**config.mk**
```make
export PLATFORM = sky130hd
export DESIGN_NAME = zrb_sd_cmd_framer_flat
export DESIGN_NICKNAME = d
export VERILOG_FILES = /design/src/rtl/zrb_sd_cmd_framer_pkg.sv /design/src/rtl/zrb_sd_cmd_framer_if.sv /design/src/rtl/zrb_sd_cmd_framer_crc7.sv /design/src/rtl/zrb_sd_cmd_framer.sv /design/src/flat_wrapper.sv
export SDC_FILE = /design/constraint.sdc
export NUM_CORES = 1
export LEC_CHECK = 0
export ABC_AREA = 0
export CAP_MARGIN = 25
export CORE_ASPECT_RATIO = 1.4
export CORE_MARGIN = 3
export CORE_UTILIZATION = 40
export DETAILED_ROUTE_END_ITERATION = 7
export DONT_BUFFER_PORTS = 1
export PLACE_DENSITY_LB_ADDON = 0.3
export RECOVER_POWER = 25
export SETUP_SLACK_MARGIN = 0.05
export SLEW_MARGIN = 15
export SYNTH_ARGS = -nofsm -noshare
export SYNTH_HDL_FRONTEND = slang
export SYNTH_HIERARCHICAL = 1
export SYNTH_SLANG_ARGS = --single-unit
```
**constraint.sdc**
```tcl
create_clock -name clk -period 5.8 [get_ports clk]
set_input_delay 0.87 -clock clk [delete_from_list [all_inputs] [get_ports clk]]
set_output_delay 0.87 -clock clk [all_outputs]
set_load 0.02 [all_outputs]
```
**src/rtl/zrb_sd_cmd_framer_pkg.sv**
```systemverilog
// Shared definitions for the SD command framer: FSM encoding, SD command indices,
// CRC7 polynomial, fixed CRC bytes used when CRC generation is compiled out, R1 bits.
package zrb_sd_pkg;

  localparam logic [2:0] ST_IDLE    = 3'd0;
  localparam logic [2:0] ST_SEND    = 3'd1;
  localparam logic [2:0] ST_ECHO    = 3'd2;
  localparam logic [2:0] ST_POLL_TX = 3'd3;
  localparam logic [2:0] ST_POLL_RX = 3'd4;
  localparam logic [2:0] ST_DONE    = 3'd5;

  typedef enum logic [2:0] {
    S_IDLE    = ST_IDLE,
    S_SEND    = ST_SEND,
    S_ECHO    = ST_ECHO,
    S_POLL_TX = ST_POLL_TX,
    S_POLL_RX = ST_POLL_RX,
    S_DONE    = ST_DONE
  } state_e;

  localparam logic [5:0] CMD0   = 6'd0;
  localparam logic [5:0] CMD8   = 6'd8;
  localparam logic [5:0] CMD17  = 6'd17;
  localparam logic [5:0] CMD55  = 6'd55;
  localparam logic [5:0] ACMD41 = 6'd41;

  localparam logic [6:0] CRC7_POLY = 7'h09;

  // Only CMD0 and CMD8 are CRC-checked by a card still in SPI mode.
  localparam logic [7:0] CMD0_CRC_BYTE = 8'h95;
  localparam logic [7:0] CMD8_CRC_BYTE = 8'h87;

  localparam int R1_IDLE_BIT        = 0;
  localparam int R1_ILLEGAL_CMD_BIT = 2;

endpackage

```
**src/rtl/zrb_sd_cmd_framer_if.sv**
```systemverilog
// Bus bundle for zrb_sd_cmd_framer: command request, SPI engine FIFO handshakes, R1 response.
// slave is the framer's view; master is the view of whatever surrounds it.
interface zrb_sd_cmd_framer_if;
  logic        cmd_valid;
  logic        cmd_ready;
  logic [5:0]  cmd_index;
  logic [31:0] cmd_arg;
  logic        tx_valid;
  logic        tx_ready;
  logic [7:0]  tx_data;
  logic        rx_valid;
  logic        rx_ready;
  logic [7:0]  rx_data;
  logic        rsp_valid;
  logic [7:0]  rsp_r1;
  logic        rsp_timeout;
  logic        busy;

  modport slave (
    input  cmd_valid, cmd_index, cmd_arg, tx_ready, rx_valid, rx_data,
    output cmd_ready, tx_valid, tx_data, rx_ready, rsp_valid, rsp_r1, rsp_timeout, busy
  );

  modport master (
    output cmd_valid, cmd_index, cmd_arg, tx_ready, rx_valid, rx_data,
    input  cmd_ready, tx_valid, tx_data, rx_ready, rsp_valid, rsp_r1, rsp_timeout, busy
  );
endinterface

```
**src/rtl/zrb_sd_cmd_framer_crc7.sv**
```systemverilog
// Byte-wide CRC7 update (x^7+x^3+1, init 0, MSB first) for the SD command frame.
// Only compiled when ZRB_SD_CMD_CRC_EN is defined.
`ifdef ZRB_SD_CMD_CRC_EN
module zrb_crc7
  import zrb_sd_pkg::*;
(
  input  logic [6:0] crc_i,
  input  logic [7:0] byte_i,
  output logic [6:0] crc_o
);
  logic [6:0] crc;
  logic       fb;

  always_comb begin
    crc = crc_i;
    fb  = 1'b0;
    for (int i = 7; i >= 0; i--) begin
      fb  = crc[6] ^ byte_i[i];
      crc = {crc[5:0], 1'b0} ^ (fb ? CRC7_POLY : 7'h00);
    end
    crc_o = crc;
  end
endmodule
`endif

```
**src/rtl/zrb_sd_cmd_framer.sv**
```systemverilog
// SD command framer: frames index+arg into 6 SPI bytes, drops echoes, polls for R1.
// Build option: define ZRB_SD_CMD_CRC_EN to compute a real CRC7 for the last frame byte.
module zrb_sd_cmd_framer
  import zrb_sd_pkg::*;
#(
  parameter int unsigned POLL_MAX  = 8,
  parameter logic [7:0]  FILL_BYTE = 8'hFF
) (
  input logic                clk,
  input logic                reset_n,
  zrb_sd_cmd_framer_if.slave bus
);
  localparam logic [7:0] POLL_LIMIT = 8'(POLL_MAX);

  state_e          state_q;
  logic [5:0][7:0] frame_q;
  logic [2:0]      byteCnt_q;
  logic [7:0]      pollCnt_q;
  logic [7:0]      txData_q;
  logic            txValid_q;
  logic            rspValid_q;
  logic [7:0]      rspR1_q;
  logic            rspTimeout_q;
  logic            busy_q;
  logic            drainEn_q;

  logic [4:0][7:0] hdrBytes;
  logic [5:0][7:0] frameNew;
  logic [7:0]      crcByte;
  logic            txFire;
  logic            rxPop;

  assign hdrBytes = {bus.cmd_arg[7:0], bus.cmd_arg[15:8], bus.cmd_arg[23:16],
                     bus.cmd_arg[31:24], 2'b01, bus.cmd_index};
  assign frameNew = {crcByte, hdrBytes};

`ifdef ZRB_SD_CMD_CRC_EN
  logic [6:0] crcChain [6];
  assign crcChain[0] = 7'h00;
  for (genvar i = 0; i < 5; i++) begin : gCrc
    zrb_crc7 uCrc (.crc_i(crcChain[i]), .byte_i(hdrBytes[i]), .crc_o(crcChain[i+1]));
  end
  assign crcByte = {crcChain[5], 1'b1};
`else
  always_comb begin
    case (bus.cmd_index)
      CMD0:    crcByte = CMD0_CRC_BYTE;
      CMD8:    crcByte = CMD8_CRC_BYTE;
      default: crcByte = 8'hFF;
    endcase
  end
`endif

  // drainEn_q keeps the idle-time drain of stray rx bytes off until a cycle after reset.
  assign bus.cmd_ready   = (state_q == S_IDLE);
  assign bus.tx_valid    = txValid_q;
  assign bus.tx_data     = txData_q;
  assign bus.rx_ready    = bus.rx_valid & ((state_q == S_ECHO) || (state_q == S_POLL_RX) ||
                                           ((state_q == S_IDLE) && drainEn_q));
  assign bus.rsp_valid   = rspValid_q;
  assign bus.rsp_r1      = rspR1_q;
  assign bus.rsp_timeout = rspTimeout_q;
  assign bus.busy        = busy_q;

  assign txFire = txValid_q & bus.tx_ready;
  assign rxPop  = bus.rx_ready;

  always_ff @(posedge clk or negedge reset_n) begin
    if (!reset_n) begin
      state_q      <= S_IDLE;
      frame_q      <= '0;
      byteCnt_q    <= '0;
      pollCnt_q    <= '0;
      txData_q     <= '0;
      txValid_q    <= 1'b0;
      rspValid_q   <= 1'b0;
      rspR1_q      <= 8'hFF;
      rspTimeout_q <= 1'b0;
      busy_q       <= 1'b0;
      drainEn_q    <= 1'b0;
    end else begin
      drainEn_q  <= 1'b1;
      rspValid_q <= 1'b0;
      case (state_q)
        S_IDLE: if (bus.cmd_valid) begin
          frame_q   <= frameNew;
          txData_q  <= frameNew[0];
          byteCnt_q <= '0;
          txValid_q <= 1'b1;
          busy_q    <= 1'b1;
          state_q   <= S_SEND;
        end
        S_SEND: if (txFire) begin
          txValid_q <= 1'b0;
          frame_q   <= {8'h00, frame_q[5:1]};
          state_q   <= S_ECHO;
        end
        // Lockstep: the next byte goes out only once the echo of the last one is popped.
        S_ECHO: if (rxPop) begin
          txValid_q <= 1'b1;
          if (byteCnt_q == 3'd5) begin
            pollCnt_q <= '0;
            txData_q  <= FILL_BYTE;
            state_q   <= S_POLL_TX;
          end else begin
            byteCnt_q <= byteCnt_q + 3'd1;
            txData_q  <= frame_q[0];
            state_q   <= S_SEND;
          end
        end
        S_POLL_TX: if (txFire) begin
          pollCnt_q <= pollCnt_q + 8'd1;
          txValid_q <= 1'b0;
          state_q   <= S_POLL_RX;
        end
        S_POLL_RX: if (rxPop) begin
          if (!bus.rx_data[7]) begin
            rspR1_q      <= bus.rx_data;
            rspTimeout_q <= 1'b0;
            rspValid_q   <= 1'b1;
            state_q      <= S_DONE;
          end else if (pollCnt_q == POLL_LIMIT) begin
            rspR1_q      <= 8'hFF;
            rspTimeout_q <= 1'b1;
            rspValid_q   <= 1'b1;
            state_q      <= S_DONE;
          end else begin
            txValid_q <= 1'b1;
            state_q   <= S_POLL_TX;
          end
        end
        S_DONE: begin
          busy_q  <= 1'b0;
          state_q <= S_IDLE;
        end
        default: state_q <= S_IDLE;
      endcase
    end
  end
endmodule

```
**src/flat_wrapper.sv**
```systemverilog
// flat-port wrapper written by rule: the top's interface ports become plain ports
module zrb_sd_cmd_framer_flat import zrb_sd_pkg::*;
#(
  parameter int unsigned POLL_MAX  = 8,
  parameter logic [7:0]  FILL_BYTE = 8'hFF
)
  (clk, reset_n, bus_cmd_valid, bus_cmd_index, bus_cmd_arg, bus_tx_ready, bus_rx_valid, bus_rx_data, bus_cmd_ready, bus_tx_valid, bus_tx_data, bus_rx_ready, bus_rsp_valid, bus_rsp_r1, bus_rsp_timeout, bus_busy);
  zrb_sd_cmd_framer_if bus_i ();
  input logic clk;
  input logic reset_n;
  input wire logic [$bits(bus_i.cmd_valid)-1:0] bus_cmd_valid;
  input wire logic [$bits(bus_i.cmd_index)-1:0] bus_cmd_index;
  input wire logic [$bits(bus_i.cmd_arg)-1:0] bus_cmd_arg;
  input wire logic [$bits(bus_i.tx_ready)-1:0] bus_tx_ready;
  input wire logic [$bits(bus_i.rx_valid)-1:0] bus_rx_valid;
  input wire logic [$bits(bus_i.rx_data)-1:0] bus_rx_data;
  output wire logic [$bits(bus_i.cmd_ready)-1:0] bus_cmd_ready;
  output wire logic [$bits(bus_i.tx_valid)-1:0] bus_tx_valid;
  output wire logic [$bits(bus_i.tx_data)-1:0] bus_tx_data;
  output wire logic [$bits(bus_i.rx_ready)-1:0] bus_rx_ready;
  output wire logic [$bits(bus_i.rsp_valid)-1:0] bus_rsp_valid;
  output wire logic [$bits(bus_i.rsp_r1)-1:0] bus_rsp_r1;
  output wire logic [$bits(bus_i.rsp_timeout)-1:0] bus_rsp_timeout;
  output wire logic [$bits(bus_i.busy)-1:0] bus_busy;
  assign bus_i.cmd_valid = bus_cmd_valid;
  assign bus_i.cmd_index = bus_cmd_index;
  assign bus_i.cmd_arg = bus_cmd_arg;
  assign bus_i.tx_ready = bus_tx_ready;
  assign bus_i.rx_valid = bus_rx_valid;
  assign bus_i.rx_data = bus_rx_data;
  assign bus_cmd_ready = bus_i.cmd_ready;
  assign bus_tx_valid = bus_i.tx_valid;
  assign bus_tx_data = bus_i.tx_data;
  assign bus_rx_ready = bus_i.rx_ready;
  assign bus_rsp_valid = bus_i.rsp_valid;
  assign bus_rsp_r1 = bus_i.rsp_r1;
  assign bus_rsp_timeout = bus_i.rsp_timeout;
  assign bus_busy = bus_i.busy;
  zrb_sd_cmd_framer #(.POLL_MAX(POLL_MAX), .FILL_BYTE(FILL_BYTE)) u_core (.clk(clk), .reset_n(reset_n), .bus(bus_i));
endmodule
```
==> flow_summary.rst, run 1 <==
.. list-table::
   :header-rows: 1

   * - Metric
     - Value
   * - Status
     - complete, no violations
   * - Worst-path fanout max
     - 17
   * - Kind of start point of the critical path
     - flop
   * - Number of global-route vias before repair
     - around 2600
   * - CTS Sinks
     - 79
   * - Internal cell power
     - 1.52 mW
   * - Max-cap check violation count
     - 0
   * - Synth Flop Type
     - sky130_fd_sc_hd__dfrtp_1
   * - Post-synthesis cell area
     - ~3800 um2
   * - CTS Root Buffer Type
     - sky130_fd_sc_hd__clkbuf_16
   * - Number of pins exceeding their max-slew limit in the final report
     - 0
   * - Biggest area consumer among synthesized cells
     - sky130_fd_sc_hd__dfrtp_1
   * - Reported leakage power
     - 1.73 nW
   * - Worst-path clk slew
     - 0.06 ns
   * - Proportion of synthesized flip-flops having asynchronous set or reset
     - 100%
   * - Post-CTS Hold Fix Bufs
     - 0
   * - Worst Setup Slack, final
     - 3.14 ns
   * - Maximum number of pins on one net before global-route repair
     - 80
   * - Number of placed I/O pins
     - 73
   * - Width of the die
     - 88.2 um
   * - Final hold violation count
     - 0
   * - Die outline area
     - 10700 um2
   * - Area growth from synthesis to final layout
     - 9.62%
   * - Transition at the pin with the smallest max-transition slack
     - 1.01 ns
   * - Post-synthesis mux area share
     - about a tenth
   * - Worst-skew pair later-pin latency
     - roughly 0.33 ns
   * - Total of fill cells in the finished design
     - roughly 880
   * - Global-route wire length before repair
     - between 10 and 15 mm
   * - Syn_nets
     - approximately 430
   * - Number of input and output port buffers inserted
     - 0
   * - Sort of element at the end of the critical path
     - output pin
   * - Sequential cell area
     - 1990 um2
   * - Number of antenna diodes
     - 0
   * - Global-route usage over all layers
     - 15.9%
   * - Number of synthesized flops with an enable pin
     - 0
   * - Average cell area after synthesis
     - 10.1 um2
   * - Avg WL per Cell
     - 16.8 um
   * - Max Buffers Root-to-Sink
     - 2
   * - TritonCTS clock tree
     - yes
   * - Period utilisation layout
     - a little under half
   * - Proportion of netlist area held by the largest area contributor
     - approximately 47%
   * - Post-detailed-route DRC marker count
     - 0
   * - Clock period minus final worst setup slack
     - 2.66 ns
   * - Classification of the worst setup path
     - flop to output pin
   * - Combinational share of power
     - roughly 34%
   * - Final count of negative-setup-slack endpoints
     - 0
   * - Num rows
     - 41
   * - Cells after synthesis
     - 376
   * - Effective utilization at floorplan
     - 41.4%
   * - Antenna violations before repair
     - 0
   * - Number of iterations in the first detailed-routing pass
     - 4
   * - Post-CTS resize count
     - 0
   * - Fin Clk Skew
     - approximately 0.0077 ns
   * - Post-layout net count
     - between 400 and 500
   * - Half-perimeter wire length after placement
     - 5.67 mm
   * - IR Drop Worst-Case VDD
     - 0.249 mV
   * - Setup repair bufs after CTS
     - 0
   * - CTS H-Tree Depth
     - 3
   * - Layout cell share with drive strength beyond 1
     - approximately a tenth
   * - Register bit count reported by yosys
     - slightly below 80
   * - Proportion of power drawn by the clock network
     - 22.0%
   * - Net switching share of the total power
     - approximately 39%
   * - Compound-cell area share of the yosys netlist
     - 17.1%
   * - Power share of the sequential group
     - 44.3%
   * - Power density over the cells
     - 597 nW/um2
   * - Portion of the post-synthesis area used by sequential elements
     - a little over half
   * - Area occupied by multi-input gates
     - about 1600 um2
   * - Yosys warnings
     - 6
   * - Die height
     - 121 um
   * - Detail-routed via count per cell
     - 5.60
   * - Share of the synthesized netlist area taken by xor and xnor gates
     - 0%
   * - Headroom to the max-slew limit
     - 32.0%
   * - Total negative setup slack
     - 0 ns
   * - Wirelength, routed
     - 8.08 mm
   * - Cell types occupying the most area after synthesis
     - sky130_fd_sc_hd__dfrtp_1 (47%), sky130_fd_sc_hd__mux2i_1 (9.0%), sky130_fd_sc_hd__a21oi_1 (6.3%)
   * - Type of the worst min-delay path
     - primary input to async pin
   * - Leading cell type in the layout, fill and taps excluded
     - sky130_fd_sc_hd__dfrtp_1
   * - Pre-CTS setup slack
     - around 3.3 ns
   * - Unrepaired setup endpoints after global routing
     - false
   * - Number of nets still failing antenna checks after routing
     - 0
   * - Combinational family with the most area after synthesis
     - compound AO/OA/AOI/OAI gates
   * - Basic-gate share of the synthesized area counting and, or, nand and nor cells
     - between 10% and 20%
   * - Achievable clock frequency
     - between 300 and 400 MHz
   * - Count of vias placed by the detailed router
     - 2694
   * - Sum of overflow across all layers after global routing
     - 0
   * - Worst path required time
     - 4.93 ns
   * - Commonest cells after routing, fill and taps aside
     - sky130_fd_sc_hd__dfrtp_1 (71), sky130_fd_sc_hd__a21oi_1 (48), sky130_fd_sc_hd__nor2_1 (44)
   * - Area of the placeable core
     - 9130 um2
   * - Detailed Route Iter0 Violations
     - 195
   * - Gpl congestion
     - roughly 0.8
   * - Switch Pwr
     - 0.959 mW
   * - Adder and majority cell fraction of the synthesized area
     - 1.32%
   * - TritonCTS Buffers
     - 9
   * - Unique masters post-synth
     - 52
   * - Data arrival time of the critical path
     - 1.79 ns
logic make-up after synthesis:
group                      count (synthesis)
and+or+nand+nor                          116
AOI/OAI and AO/OA                        105
DFF                                       79
muxes                                     36
buffers and inverters                     35
adders and majority gates                  4
other                                      1
state kept, by name, summed over array words and instances (netlist names):
name                    cells
u_core/state_q              3
u_core/bus.tx_data          8
u_core/bus.tx_valid         1
u_core/bus.busy             1
u_core/byteCnt_q            3
u_core/bus.rsp_valid        1
u_core/bus.rsp_timeout      1
u_core/bus.rsp_r1           8
u_core/drainEn_q            1
u_core/pollCnt_q            8
u_core/frame_q             44
power by group through the flow:
stage / Combinational [mW] / Clock, mW / Sequential [mW]
2_1_floorplan: 0.758 / 0 / 1.01
3_3_place_gp: 0.811 / 0 / 1.10
3_5_place_dp: 0.834 / 0 / 1.11
4_1_cts: 0.837 / 0.558 / 1.10
5_1_grt: 0.955 / 0.578 / 1.14
6_report: 0.837 / 0.545 / 1.10
Yosys cell counts, drive strengths merged, types with 3 or more instances:
cell     n
o21ai   23
buf     10
dfrtp   71
or4      3
nand2b   3
and2     3
a21oi   48
nand3    7
o22a     7
clkbuf  13
or3      7
nand2   25
a31oi    3
nor2b    3
nor3     5
dfstp    8
and3     3
nor2    44
ha       4
mux2i   34
inv     12
o31ai    3
nor3b    4
a221o    6
stage by stage:
step | power (mW) | area (um2) | utilization, % | cells | hold WS [ns]
floorplan | 1.77 | 3780 | - | 376 | 0.439
global placement | 1.91 | 3840 | 42.1 | 464 | 0.459
detailed placement | 1.94 | 3840 | 42.1 | 464 | 0.461
CTS | 2.50 | 4140 | 45.3 | 480 | 0.217
global route | 2.67 | 4150 | 45.4 | 481 | 0.213
finish | 2.48 | 4150 | 45.4 | 481 | 0.229
routing by layer:
layer  routed length (um)  GRT usage, %  vias up  part of all wire (%)
met1                 3520          20.7     1298                    44
met4                  144          6.52        0                   1.8
met5                    0             0        -                     0
met2                 3950          24.7       55                    49
li1                     -             -     1332                     -
met3                  455          4.69        9                   5.6
cell type report:
class	count	area share, %
flip-flops and latches	79	47.9
multi-input cells	262	39.8
clock buffers	12	6.43
well taps	107	3.23
inverters	12	1.09
repair buffers	5	0.905
clock inverters	4	0.694
critical path, cell delays in order (launching register included):
cell and delay [ns]:
sky130_fd_sc_hd__dfrtp_1 0.56, sky130_fd_sc_hd__nand2b_4 0.25, sky130_fd_sc_hd__a211oi_1 0.65
path summary, 6_finish.rpt:
check / from / to / slack (ns) / cells after the start
max in group asynchronous: reset_n / u_core/bus.rsp_r1[6] / 5.36 / 0
hold / removal: reset_n / u_core/bus.tx_data[4] / 0.23 / 0
min in group clk: u_core/frame_q[42] / u_core/frame_q[42] / 0.48 / 2
setup reg to reg: u_core/state_q[0] / u_core/frame_q[7] / 3.29 / 6
hold reg to reg: u_core/frame_q[42] / u_core/frame_q[42] / 0.48 / 2
setup / recovery: u_core/state_q[0] / bus_rx_ready / 3.14 / 2
Note: power is estimated with default switching activity, not from simulation.
==> inputs of run 2 (changes only) <==
Settings changed: ABC_AREA 0 to 1.
Clock period 5.8 ns to 2.3 ns, I/O delays scaled along.
==> run 2 against run 1 <==
  * Register-to-register slack worse by 2.9 ns
  * Combinational power down 94%
  * First-iteration DRC count down 27%
  * Critical endpoint unchanged
  * Largest power group is now the clock network
==> flow_summary.rst, run 2 <==
.. list-table::
   :header-rows: 1

   * - Metric
     - Value
   * - Worst path required time
     - 1.96 ns (was 4.93 ns)
   * - Die outline area
     - 11100 um2 (was 10700 um2)
   * - Most common cell in the synthesized netlist
     - sky130_fd_sc_hd__nand2_1 (was sky130_fd_sc_hd__dfrtp_1)
   * - Number of global-route vias before repair
     - 3029 (was 2638)
   * - CTS Sinks
     - 79 (unchanged)
   * - Area occupied by multi-input gates
     - 1640 um2 (was 1650 um2)
   * - Total negative setup slack
     - 0 ns (unchanged)
   * - Post-synthesis cell area
     - 3960 um2 (was 3780 um2)
   * - Reported leakage power
     - 2.15 nW (was 1.73 nW)
   * - Switch Pwr
     - 0.597 mW (was 0.959 mW)
   * - Avg WL per Cell
     - 14.1 um (was 16.8 um)
   * - Num rows
     - 42 (was 41)
   * - Post-layout net count
     - 569 (was 424)
   * - Net switching share of the total power
     - 20.1% (was 38.7%)
   * - Synth Flop Type
     - sky130_fd_sc_hd__dfrtp_1 (unchanged)
   * - Worst-skew pair later-pin latency
     - 0.34 ns (was 0.33 ns)
   * - Kind of start point of the critical path
     - flop (unchanged)
   * - Number of nets still failing antenna checks after routing
     - 0 (unchanged)
   * - Period utilisation layout
     - 86.0%
   * - Proportion of power drawn by the clock network
     - 50.4% (was 22.0%)
   * - Antenna violations before repair
     - 0 (unchanged)
   * - Half-perimeter wire length after placement
     - 6.51 mm (was 5.67 mm)
   * - Headroom to the max-slew limit
     - 28.3% (was 32.0%)
   * - Achievable clock frequency
     - 506 MHz
   * - Portion of the post-synthesis area used by sequential elements
     - 50.2% (was 52.5%)
   * - Final non-filler cell total
     - 651 (was 481)
   * - Unique masters post-synth
     - 28 (was 52)
   * - Global-route wire length before repair
     - 14.8 mm (was 13.2 mm)
   * - CTS H-Tree Depth
     - 3 (unchanged)
   * - Fraction of the core area covered by cells at the end of the flow
     - 46.1% (was 45.4%)
   * - Area of the placeable core
     - 9560 um2 (was 9130 um2)
   * - Post-CTS resize count
     - 0 (unchanged)
   * - CTS Root Buffer Type
     - sky130_fd_sc_hd__clkbuf_16 (unchanged)
   * - Gpl congestion
     - 0.843 (was 0.782)
   * - IR Drop Worst-Case VDD
     - 0.458 mV (was 0.249 mV)
   * - Maximum number of pins on one net before global-route repair
     - 80 (unchanged)
   * - TritonCTS Buffers
     - 9 (unchanged)
   * - Status
     - complete, no violations (unchanged)
   * - Power share of the sequential group
     - 48.0% (was 44.3%)
   * - Number of input and output port buffers inserted
     - 0 (unchanged)
   * - Number of iterations in the first detailed-routing pass
     - 5 (was 4)
   * - Leading cell type in the layout, fill and taps excluded
     - sky130_fd_sc_hd__nand2_1 (was sky130_fd_sc_hd__dfrtp_1)
   * - Number of placed I/O pins
     - 73 (unchanged)
   * - Detail-routed via count per cell
     - 4.98 (was 5.60)
   * - Clock period minus final worst setup slack
     - 1.98 ns
   * - Transition at the pin with the smallest max-transition slack
     - 1.08 ns (was 1.01 ns)
   * - Syn_nets
     - 568 (was 431)
   * - Sort of element at the end of the critical path
     - output pin (unchanged)
   * - Die height
     - 124 um (was 121 um)
   * - Fin Clk Skew
     - 0.00877 ns (was 0.00767 ns)
   * - Count of vias placed by the detailed router
     - 3240 (was 2694)
   * - Max Buffers Root-to-Sink
     - 2 (unchanged)
   * - Max reg flops
     - 44 (unchanged)
   * - Area growth from synthesis to final layout
     - 11.5% (was 9.62%)
   * - TritonCTS clock tree
     - yes (unchanged)
   * - Top register by number of flip-flops
     - u_core/frame_q (unchanged)
   * - Sum of overflow across all layers after global routing
     - 0 (unchanged)
   * - Wirelength, routed
     - 9.18 mm (was 8.08 mm)
   * - Combinational share of power
     - 1.6% (was 33.8%)
   * - Post-detailed-route DRC marker count
     - 0 (unchanged)
   * - Worst-path fanout max
     - 10 (was 17)
   * - Yosys warnings
     - 6 (unchanged)
   * - Worst-path clk slew
     - 0.06 ns (about the same)
   * - Biggest area consumer among synthesized cells
     - sky130_fd_sc_hd__dfrtp_1 (unchanged)
   * - Final hold violation count
     - 0 (unchanged)
   * - Sequential cell area
     - 1990 um2 (unchanged)
   * - Effective utilization at floorplan
     - 41.4% (about the same)
   * - Type of the worst min-delay path
     - primary input to flop (was primary input to async pin)
   * - Cells after synthesis
     - 513 (was 376)
   * - Register bit count reported by yosys
     - 79 (unchanged)
   * - Average cell area after synthesis
     - 7.71 um2 (was 10.1 um2)
   * - Number of antenna diodes
     - 0 (unchanged)
   * - Total placed cells including tap cells
     - 633 (was 464)
   * - Total of fill cells in the finished design
     - 1021 (was 881)
   * - Classification of the worst setup path
     - flop to output pin (unchanged)
   * - Width of the die
     - 90.0 um (was 88.2 um)
   * - Internal cell power
     - 2.38 mW (was 1.52 mW)
   * - Proportion of netlist area held by the largest area contributor
     - 44.9% (was 47.0%)
   * - Max-cap check violation count
     - 0 (unchanged)
   * - Unrepaired setup endpoints after global routing
     - false (unchanged)
   * - Detailed Route Iter0 Violations
     - 143 (was 195)
   * - Setup repair bufs after CTS
     - 0 (unchanged)
   * - Number of pins exceeding their max-slew limit in the final report
     - 0 (unchanged)
   * - Number of synthesized flops with an enable pin
     - 0 (unchanged)
   * - Top cells by count, synth
     - sky130_fd_sc_hd__nand2_1 (165), sky130_fd_sc_hd__dfrtp_1 (71), sky130_fd_sc_hd__o21ai_0 (68), sky130_fd_sc_hd__inv_1 (56), sky130_fd_sc_hd__nand3_1 (38) (was sky130_fd_sc_hd__dfrtp_1 (71), sky130_fd_sc_hd__a21oi_1 (48), sky130_fd_sc_hd__nor2_1 (44), sky130_fd_sc_hd__mux2i_1 (34), sky130_fd_sc_hd__nand2_1 (25))
   * - Commonest cells after routing, fill and taps aside
     - sky130_fd_sc_hd__nand2_1 (165), sky130_fd_sc_hd__dfrtp_1 (71), sky130_fd_sc_hd__o21ai_0 (68) (was sky130_fd_sc_hd__dfrtp_1 (71), sky130_fd_sc_hd__a21oi_1 (48), sky130_fd_sc_hd__nor2_1 (44))
   * - Layout cell share with drive strength beyond 1
     - 9.83% (was 10.4%)
   * - Final count of negative-setup-slack endpoints
     - 0 (unchanged)
   * - Power density over the cells
     - 675 nW/um2 (was 597 nW/um2)
   * - Data arrival time of the critical path
     - 1.63 ns (was 1.79 ns)
   * - Cell types occupying the most area after synthesis
     - sky130_fd_sc_hd__dfrtp_1 (45%), sky130_fd_sc_hd__nand2_1 (16%), sky130_fd_sc_hd__o21ai_0 (8.6%) (was sky130_fd_sc_hd__dfrtp_1 (47%), sky130_fd_sc_hd__mux2i_1 (9.0%), sky130_fd_sc_hd__a21oi_1 (6.3%))
   * - Proportion of synthesized flip-flops having asynchronous set or reset
     - 100% (unchanged)
   * - Global-route usage over all layers
     - 17.0% (was 15.9%)
[run 2: cell count changes after synthesis, sizes merged, moves of 10 or more]
cell | before | now
nor2 | 44 | 32
clkbuf | 13 | 3
a21oi | 48 | 2
nand2 | 25 | 171
o21ai | 23 | 87
inv | 12 | 61
mux2i | 34 | 0
nand3 | 7 | 38
[run 2: area by class of cell]
cell class                      count  share of cell area [%]
Timing Repair Buffer                7                    1.53
Tap cell                          132                    3.74
Sequential cell                    79                    45.0
Inverter                           61                    5.19
Multi-Input combinational cell    356                    37.2
Clock inverter                      2                   0.851
Clock buffer                       14                    6.44
[run 2: timing repair]
action	in CTS	in global routing
endpoints found under the setup margin	0	0
endpoints found under the hold margin	79	0
hold buffers	2	0
[run 2: critical path, cell delays in order, from the launching register on]
cell                      delay (ns)
sky130_fd_sc_hd__dfrtp_1        0.45
sky130_fd_sc_hd__nor2_1         0.26
sky130_fd_sc_hd__nand3_1        0.17
sky130_fd_sc_hd__a21oi_4        0.41
[run 2: final timing paths]
path                                    startpoint                    to  slack (ns)  depth (start not counted)
min in group asynchronous                  reset_n       u_core/bus.busy        0.77                          2
worst min register to register  u_core/frame_q[14]    u_core/frame_q[14]        0.49                          2
worst max register to register   u_core/state_q[0]    u_core/frame_q[35]        0.40                          9
worst min-delay path                bus_rx_data[7]  u_core/bus.rsp_r1[7]        0.16                          2
max in group asynchronous                  reset_n     u_core/state_q[2]        0.83                          2
worst max-delay path             u_core/state_q[1]          bus_rx_ready        0.32                          3
[run 2: per-stage QoR]
stage | total power, mW | cell area (um2) | hold WS (ns) | setup slack, ns
after floorplan | 1.47 | 3960 | 0.0494 | 0.775
after CTS | 3.02 | 4430 | 0.147 | 0.307
after global routing | 3.08 | 4410 | 0.151 | 0.175
final | 2.98 | 4410 | 0.155 | 0.323
after global placement | 1.47 | 4070 | 0.0542 | 0.488
after detailed placement | 1.47 | 4070 | 0.0541 | 0.392
[run 2: routing by layer]
layer / track usage [%] / routed length, um / vias up
met1: 20.3 / 3840 / 1515
met5: 0 / 0 / -
met2: 29.5 / 4720 / 90
met4: 8.14 / 227 / 0
met3: 3.26 / 393 / 15
li1: - / - / 1620
[run 2: cells by family after synthesis]
kind of cell	Yosys count	synth area share, %
AO/OA/AOI/OAI	94	12.7
XOR/XNOR	3	0.664
adder cells (fa/ha/maj)	4	1.27
buffers and inverters	78	8.29
flip-flops	79	50.2
other	1	0.0948
AND/OR/NAND/NOR	254	26.7
[run 2: power groups by stage]
stage,sequential (mW),clock (mW),combinational [mW]
after floorplan,1.45,0,0.0169
after global placement,1.45,0,0.0191
after detailed placement,1.45,0,0.0201
after CTS,1.43,1.53,0.0560
after global routing,1.43,1.60,0.0573
final,1.43,1.50,0.0481
